==> src/rtl/uart_pkg.sv <==
// Shared types and constants for the UART packet controller slice.
// Parser states, default frame marker and the command codes understood by the sequencer.
package uart_pkg;

    typedef enum logic [2:0] {
        IDLE    = 3'd0,
        CMD     = 3'd1,
        LEN_H   = 3'd2,
        LEN_L   = 3'd3,
        PAYLOAD = 3'd4,
        CSUM    = 3'd5
    } state_t;

    localparam logic [7:0] HDR_BYTE_DEF = 8'hA5;

    localparam logic [7:0] CMD_LOAD_IMG = 8'h01;
    localparam logic [7:0] CMD_LOAD_WT  = 8'h02;
    localparam logic [7:0] CMD_START    = 8'h10;

endpackage

==> src/rtl/uart_pkt_ctrl_if.sv <==
// Byte-strobe input, payload write port and packet status of the frame controller.
// master = controller side, slave = receiver/memory/sequencer side.
interface uart_pkt_ctrl_if #(
    parameter int ADDR_W = 12
);
    logic              rx_en;
    logic [7:0]        data_rx;
    logic              wr_en;
    logic [ADDR_W-1:0] wr_addr;
    logic [7:0]        wr_data;
    logic [7:0]        pkt_cmd;
    logic [15:0]       pkt_len;
    logic              pkt_done;
    logic              pkt_err;
    logic              busy;

    modport master (
        input  rx_en, data_rx,
        output wr_en, wr_addr, wr_data, pkt_cmd, pkt_len, pkt_done, pkt_err, busy
    );

    modport slave (
        output rx_en, data_rx,
        input  wr_en, wr_addr, wr_data, pkt_cmd, pkt_len, pkt_done, pkt_err, busy
    );
endinterface

==> src/rtl/uart_pkt_timeout.sv <==
// Inter-byte watchdog: reloads on clr, counts down while en, pulses expire at zero.
// A clr in the expiring cycle suppresses the pulse so an arriving byte always wins.
module uart_pkt_timeout #(
    parameter int W = 32
) (
    input  logic         clk,
    input  logic         rstn,
    input  logic         clr,
    input  logic         en,
    input  logic [W-1:0] load_val,
    output logic         expire
);
    logic [W-1:0] cnt_reg;

    always_ff @(posedge clk) begin
        if (!rstn) begin
            cnt_reg <= '0;
        end else if (clr) begin
            cnt_reg <= load_val;
        end else if (en && (cnt_reg != '0)) begin
            cnt_reg <= cnt_reg - 1'b1;
        end
    end

    assign expire = en && !clr && (cnt_reg == '0);
endmodule

==> src/rtl/uart_pkt_ctrl.sv <==
// Frame parser after the UART receiver: header, cmd, 16-bit length, payload, checksum.
// Payload bytes stream to the load memory; completion/abort reported as one-cycle pulses.
module uart_pkt_ctrl
    import uart_pkg::*;
#(
    parameter logic [7:0]  HDR_BYTE    = HDR_BYTE_DEF,
    parameter int          ADDR_W      = 12,
    parameter int          MAX_LEN     = 4096,
    parameter logic [31:0] TIMEOUT_CYC = 32'd4_000_000
) (
    input logic               clk,
    input logic               rstn,
    uart_pkt_ctrl_if.master   bus
);
    localparam logic [16:0] MAX_LEN_W = 17'(MAX_LEN);

    state_t            state_reg;
    logic [7:0]        csum_reg;
    logic [ADDR_W-1:0] cnt_reg;
    logic              wr_en_reg;
    logic [ADDR_W-1:0] wr_addr_reg;
    logic [7:0]        wr_data_reg;
    logic [7:0]        pkt_cmd_reg;
    logic [15:0]       pkt_len_reg;
    logic              pkt_done_reg;
    logic              pkt_err_reg;
    logic              busy_reg;
    logic              tmo_expire;

    wire  [15:0]       full_len = {pkt_len_reg[15:8], bus.data_rx};

    uart_pkt_timeout #(.W(32)) u_timeout (
        .clk      (clk),
        .rstn     (rstn),
        .clr      (bus.rx_en),
        .en       (state_reg != IDLE),
        .load_val (TIMEOUT_CYC - 32'd1),
        .expire   (tmo_expire)
    );

    always_ff @(posedge clk) begin
        if (!rstn) begin
            state_reg    <= IDLE;
            csum_reg     <= '0;
            cnt_reg      <= '0;
            wr_en_reg    <= 1'b0;
            wr_addr_reg  <= '0;
            wr_data_reg  <= '0;
            pkt_cmd_reg  <= '0;
            pkt_len_reg  <= '0;
            pkt_done_reg <= 1'b0;
            pkt_err_reg  <= 1'b0;
            busy_reg     <= 1'b0;
        end else begin
            wr_en_reg    <= 1'b0;
            pkt_done_reg <= 1'b0;
            pkt_err_reg  <= 1'b0;
            if (bus.rx_en) begin
                case (state_reg)
                    IDLE: begin
                        if (bus.data_rx == HDR_BYTE) begin
                            state_reg <= CMD;
                            busy_reg  <= 1'b1;
                        end
                    end
                    CMD: begin
                        pkt_cmd_reg <= bus.data_rx;
                        csum_reg    <= bus.data_rx;
                        state_reg   <= LEN_H;
                    end
                    LEN_H: begin
                        pkt_len_reg[15:8] <= bus.data_rx;
                        csum_reg          <= csum_reg + bus.data_rx;
                        state_reg         <= LEN_L;
                    end
                    LEN_L: begin
                        pkt_len_reg[7:0] <= bus.data_rx;
                        csum_reg         <= csum_reg + bus.data_rx;
                        cnt_reg          <= '0;
                        if ({1'b0, full_len} > MAX_LEN_W) begin
                            pkt_err_reg <= 1'b1;
                            state_reg   <= IDLE;
                            busy_reg    <= 1'b0;
                        end else if (full_len == 16'd0) begin
                            state_reg <= CSUM;
                        end else begin
                            state_reg <= PAYLOAD;
                        end
                    end
                    PAYLOAD: begin
                        wr_en_reg   <= 1'b1;
                        wr_addr_reg <= cnt_reg;
                        wr_data_reg <= bus.data_rx;
                        csum_reg    <= csum_reg + bus.data_rx;
                        cnt_reg     <= cnt_reg + 1'b1;
                        if (16'(cnt_reg) == pkt_len_reg - 16'd1) begin
                            state_reg <= CSUM;
                        end
                    end
                    CSUM: begin
                        if (bus.data_rx == csum_reg) begin
                            pkt_done_reg <= 1'b1;
                        end else begin
                            pkt_err_reg <= 1'b1;
                        end
                        state_reg <= IDLE;
                        busy_reg  <= 1'b0;
                    end
                    default: begin
                        state_reg <= IDLE;
                        busy_reg  <= 1'b0;
                    end
                endcase
            end else if (tmo_expire) begin
                // Link went quiet mid-frame: abandon it so the next header can be taken.
                pkt_err_reg <= 1'b1;
                state_reg   <= IDLE;
                busy_reg    <= 1'b0;
            end
        end
    end

    assign bus.wr_en    = wr_en_reg;
    assign bus.wr_addr  = wr_addr_reg;
    assign bus.wr_data  = wr_data_reg;
    assign bus.pkt_cmd  = pkt_cmd_reg;
    assign bus.pkt_len  = pkt_len_reg;
    assign bus.pkt_done = pkt_done_reg;
    assign bus.pkt_err  = pkt_err_reg;
    assign bus.busy     = busy_reg;
endmodule

==> src/flat_wrapper.sv <==
// flat-port wrapper written by rule: the top's interface ports become plain ports
module uart_pkt_ctrl_flat import uart_pkg::*;
#(
    parameter logic [7:0]  HDR_BYTE    = HDR_BYTE_DEF,
    parameter int          ADDR_W      = 12,
    parameter int          MAX_LEN     = 4096,
    parameter logic [31:0] TIMEOUT_CYC = 32'd4_000_000
)
  (clk, rstn, bus_rx_en, bus_data_rx, bus_wr_en, bus_wr_addr, bus_wr_data, bus_pkt_cmd, bus_pkt_len, bus_pkt_done, bus_pkt_err, bus_busy);
  uart_pkt_ctrl_if #(.ADDR_W(ADDR_W)) bus_i ();
  input logic clk;
  input logic rstn;
  input wire logic [$bits(bus_i.rx_en)-1:0] bus_rx_en;
  input wire logic [$bits(bus_i.data_rx)-1:0] bus_data_rx;
  output wire logic [$bits(bus_i.wr_en)-1:0] bus_wr_en;
  output wire logic [$bits(bus_i.wr_addr)-1:0] bus_wr_addr;
  output wire logic [$bits(bus_i.wr_data)-1:0] bus_wr_data;
  output wire logic [$bits(bus_i.pkt_cmd)-1:0] bus_pkt_cmd;
  output wire logic [$bits(bus_i.pkt_len)-1:0] bus_pkt_len;
  output wire logic [$bits(bus_i.pkt_done)-1:0] bus_pkt_done;
  output wire logic [$bits(bus_i.pkt_err)-1:0] bus_pkt_err;
  output wire logic [$bits(bus_i.busy)-1:0] bus_busy;
  assign bus_i.rx_en = bus_rx_en;
  assign bus_i.data_rx = bus_data_rx;
  assign bus_wr_en = bus_i.wr_en;
  assign bus_wr_addr = bus_i.wr_addr;
  assign bus_wr_data = bus_i.wr_data;
  assign bus_pkt_cmd = bus_i.pkt_cmd;
  assign bus_pkt_len = bus_i.pkt_len;
  assign bus_pkt_done = bus_i.pkt_done;
  assign bus_pkt_err = bus_i.pkt_err;
  assign bus_busy = bus_i.busy;
  uart_pkt_ctrl #(.HDR_BYTE(HDR_BYTE), .ADDR_W(ADDR_W), .MAX_LEN(MAX_LEN), .TIMEOUT_CYC(TIMEOUT_CYC)) u_core (.clk(clk), .rstn(rstn), .bus(bus_i));
endmodule
==> config.mk <==
export PLATFORM = sky130hd
export DESIGN_NAME = uart_pkt_ctrl_flat
export DESIGN_NICKNAME = d
export VERILOG_FILES = /design/src/rtl/uart_pkg.sv /design/src/rtl/uart_pkt_ctrl_if.sv /design/src/rtl/uart_pkt_timeout.sv /design/src/rtl/uart_pkt_ctrl.sv /design/src/flat_wrapper.sv
export SDC_FILE = /design/constraint.sdc
export NUM_CORES = 1
export LEC_CHECK = 0
export BUFFER_PORTS_ARGS = -buffer_cell sky130_fd_sc_hd__buf_2
export CAP_MARGIN = 0
export CORE_MARGIN = 2
export CORE_UTILIZATION = 60
export DETAILED_ROUTE_END_ITERATION = 6
export PLACE_DENSITY_LB_ADDON = 0.08
export SLEW_MARGIN = 40
export SYNTH_ARGS = -nofsm -noshare
export SYNTH_HDL_FRONTEND = slang
export SYNTH_SLANG_ARGS = --single-unit
==> constraint.sdc <==
create_clock -name clk -period 5.5 [get_ports clk]
set_clock_uncertainty 0.2 [all_clocks]
set_input_delay 0.825 -clock clk [delete_from_list [all_inputs] [get_ports clk]]
set_output_delay 0.825 -clock clk [all_outputs]
set_load 0.03 [all_outputs]
# Yosys cells after proc, flatten, opt, wreduce, memory -nomap -nowiden
# Index checks and enable logic that the tools add are counted.
# W data, S select, Z words.
# classes
eq_ne,12
magnitude_cmp,1
reduce_logical,26
mux,23
bitwise,1
n_addsub,4
# op_table
op,n
$mux W22,2
$logic_not A32 Y1,1
$reduce_bool A32 Y1,1
$sub A32 B1 Y32 const B,1
$pmux W12 S2,1
$eq A12 B16 Y1,1
$gt A16 B13 Y1 const B,1
$logic_not A16 Y1,1
$pmux W8 S2,1
$sub A16 B1 Y16 const B,1
$mux W3,5
$pmux W3 S5,1
$reduce_and A2 Y1,7
$add A12 B1 Y12 const B,1
$mux W1,11
$ne A3 B2 Y1 const B,3
$add A8 B8 Y8,1
$eq A8 B8 Y1,1
$eq A8 B8 Y1 const B,1
$reduce_bool A2 Y1,4
$eq A3 B2 Y1 const B,2
$eq A3 B3 Y1 const B,2
$reduce_and A3 Y1,2
$reduce_or A3 Y1,2
11 further kinds,13
# word_totals
word_cells,81
out_inout_bits,48
ff_bits,103
in_bits,11

# Longest topological paths before layout
# logic_depth
depth_word,5
mapped_depth,9
ltp_nobuf,9

# Hierarchy
# Synthesis repeated with hierarchy kept, for this count alone.
# hier_totals
cells_unflattened,728
hier_area_um2,5776.8
# modules_own_cells
mod,cells_each,instances,area_per_inst_um2,seq_area_each_um2
uart_pkt_ctrl,473,1,3754.9,1421.4
uart_pkt_timeout,255,1,2021.9,640.6

# Worst setup path after synthesis
# OpenSTA, ideal clock, no wires.
# synth_timing
path_kind,register to register
startpoint,register u_core.u_timeout.cnt_reg[18]
endpoint,register u_core.u_timeout.cnt_reg[1]
path_buffers,2
period_less_slack_ns,2.874
arrival_time_ns,2.554
path_stages_with_launch,9
setup_slack_ns,2.626
t_required_ns,5.180
setup_ns,0.120
path_cell_list,dfxtp_1 or4_4 or4_4 or4b_1 buf_2 buf_6 nand2_2 nor2_1 o31a_1
# synth_via
elab_chain_cells,3
# synth_lines
element,line,text
start: declaration,uart_pkt_timeout.sv:13,logic [W-1:0] cnt_reg;
start signal: assignment,uart_pkt_timeout.sv:19,cnt_reg <= load_val;
start signal: assignment,uart_pkt_timeout.sv:21,cnt_reg <= cnt_reg - 1'b1;
$reduce_bool A32 Y1,uart_pkt_timeout.sv:20,end else if (en && (cnt_reg != '0)) begin
$logic_and A1 B1 Y1,uart_pkt_timeout.sv:20,
$reduce_bool A2 Y1 (no source line),-,
# Every way passes these cells.
# A chain may end at the register's enable or synchronous reset.

# Worst setup path in the final report
# layout_timing
startpoint,register u_core.u_timeout.cnt_reg[18]
endpoint,register u_core.u_timeout.cnt_reg[19]
# layout_via
elab_chain_cells,3
word_cells_on_any_way,6
cone_classes,add/sub: 1; mux: 2; reduce/logical: 3
# layout_lines
element,line
$sub A32 B1 Y32 or $reduce_bool A32 Y1 (tied branches),"uart_pkt_timeout.sv:21, uart_pkt_timeout.sv:20"
$mux W22 or $logic_and A1 B1 Y1 (tied branches),uart_pkt_timeout.sv:20
$mux W22 or $reduce_bool A2 Y1 (tied branches),-
# Parallel ways exist; a longest one is shown, timed or not. The select of a mux whose other input is x is not followed.

==> flow_summary.yaml <==
outcome:
  status: "completed"
timing:
  rsz0062_at_grt: "false"
  worstMarginPinSlew_ns: 0.774
  hold_ws_ns: 0.256
  drv_slew: 0
  hold_violations: 0
  slew_headroom_pct: 47.7
  finalCritPeriodShare_pct: 61.3
  max_freq_mhz: 296
  period_needed_ns: 3.37
  setup_viol: 0
  tns_ns: 0
floorplanning:
  start_util_pct: 61.8
  rows: 34
  core_area_sq_um: 8680
  io_pins: 59
  fp.dieH_microns: 98.6
  die-area_sq_um: 9710
  die_w_microns: 98.6
layout:
  drive_gt1_share_pct: 14.3
  fin_cells: 823
  syn_to_final_growth_pct: 8.70
  antenna_cells: 0
  largest_reg_flops: 32
  layout_commonest_cell: "nand2_1"
  nets: 732
  final_cell_mix: "nand2_1, dfxtp_1, a21oi_1"
  fillerInstances: 745
cts:
  clk_pin_slew_ns: 0.10
  max-clock-path-buffers: 2
  cts_tree: "done"
  root_buffer: "clkbuf_8"
  postCtsHoldBufs: 0
  numCtsBuffers: 9
  htreeDepth: 3
  insertion_delay_ns: 0.37
  numClockSinks: 103
  post_cts_buffers: 0
  ctsResizeCount: 0
worst_setup_path:
  critPathMaxFanout: 17
  cp-end-kind: "register"
  critPathLaunchType: "register"
  r2r_slack_ns: 2.13
  cp.required_ns: 5.61
  arrival_ns: 3.49
  cp_cell_sequence: "or4_4 > or4_4 > or4b_1 > nand3_2 > mux2i_1 > and3_1"
  cpPeakStageDelay_ns: 0.84
  criticalPathCategory: "reg -> reg"
  crit_slowest_cell: "or4b_1"
  cp_common_cell: "or4_4"
placement:
  dp_hpwl_mm: 8.71
  place_congestion: 0.903
  io_buffers: 58
  dp_cells: 807
logic_synthesis:
  ys_seq_elements: 103
  ys_types: 67
  synth_edf_count: 0
  yosysSeqAreaShare_pct: 38.4
  yosys_warnings: 0
  avgSynthCellArea_sq_um: 7.84
  synth_ff_type: "dfxtp_1"
  syn_nets: 706
  netlist_area_sq_um: 5370
  async_reset_ff_share_pct: 0
  syn_inst: 684
global_routing:
  antenna_found_initial: 0
  gr-usage-all-layers_pct: 27.3
  grt_max_degree: 65
  first_global_vias: 4713
  grt_first_pass_wirelength_mm: 22.1
  overflow: 0
hold_path:
  min_path_type: "reg -> reg"
route:
  drc: 0
  drt_iter0_drc: 250
  postRouteAntennaNets: 0
  vias_per_cell: 6.12
  via_count: 5037
  drt_wl_total_mm: 12.9
  avgRoutedWirePerCell_microns: 15.7
  drt_pre_antenna_iters: 5
power_and_ir_drop:
  cellPowerDensity_nw_per_um2: 224
  leakage_nw: 2.26
  vdd_drop_max_v: 0.000167
flow_run:
  max_cap_viol_count: 0
[synthesized netlist by cell type (12+ instances only)]
library cell / n / area [sq um]
o21a_1: 14 / 105
nand3_1: 21 / 105
xor2_1: 16 / 140
nor4_1: 14 / 87.6
dfxtp_1: 103 / 2060
clkbuf_1: 37 / 139
xnor2_1: 20 / 175
o21ai_0: 23 / 115
inv_1: 12 / 45.0
nand2_1: 122 / 458
nor3_1: 20 / 100
a21oi_1: 70 / 350
nor2_1: 51 / 191
[worst paths after layout]
| check | startpoint | end | cells past startpoint |
|---|---|---|---|
| worst max-delay path | u_core.u_timeout.cnt_reg[18] | u_core.u_timeout.cnt_reg[19] | 6 |
| worst min-delay path | u_core.bus.wr_addr[5] | u_core.bus.wr_addr[5] | 2 |
| worst max register to register | u_core.u_timeout.cnt_reg[18] | u_core.u_timeout.cnt_reg[19] | 6 |
| worst min register to register | u_core.bus.wr_addr[5] | u_core.bus.wr_addr[5] | 2 |
[metal layers]
| metal | vias up | GRT usage, % | routed length (microns) |
|---|---|---|---|
| li1 | 2482 | - | - |
| met2 | 133 | 45.4 | 6200 |
| met1 | 2405 | 36.8 | 5860 |
| met3 | 17 | 4.75 | 646 |
| met4 | 0 | 7.69 | 181 |
| met5 | - | 0 | 0 |
[report_power, final]
| part | internal (W) | leakage [nW] | switching (W) | total [W] |
|---|---|---|---|---|
| Combinational | 0.0000299 | 1.33 | 0.0000523 | 0.0000822 |
| Sequential | 0.000753 | 0.834 | 0.00000759 | 0.000761 |
| Clock | 0.000176 | 0.0984 | 0.000287 | 0.000463 |
[area by class of cell]
cell class	count	area [sq um]	area share [%]
clock buffers	9	124	2.12
clock inverters	7	62.6	1.07
inverters	13	51.3	0.880
multi-input cells	523	3090	53.0
flip-flops and latches	103	2060	35.4
well taps	108	135	2.32
repair buffers	60	305	5.23
[metrics by stage]
step / setup WS (ns) / area, sq um / total power [W] / utilization [%]
after global placement: 2.30 / 5630 / 0.000856 / 64.9
final: 2.13 / 5830 / 0.00131 / 67.2
after CTS: 2.14 / 5830 / 0.00132 / 67.2
after floorplan: 2.63 / 5370 / 0.000836 / -
after global routing: 2.00 / 5830 / 0.00135 / 67.2
after detailed placement: 2.16 / 5650 / 0.000860 / 65.1
[worst max-delay path, delay by kind of cell, from the launching register on]
family / cells / cell delay (ns)
simple gates: 5 / 2.53
flops: 1 / 0.36
mux: 1 / 0.23
[cell families (layout without fill, tap and decap cells)]
logic type | after synthesis | in the layout | synth area share [%]
simple gates | 315 | 315 | 29.5
mux | 7 | 7 | 1.40
compound gates | 154 | 154 | 17.7
fa+ha+maj | 11 | 11 | 2.71
flops | 103 | 103 | 38.4
buf+inv | 58 | 89 | 4.38
xor+xnor | 36 | 36 | 5.88
(Power assumes the default switching activity.)
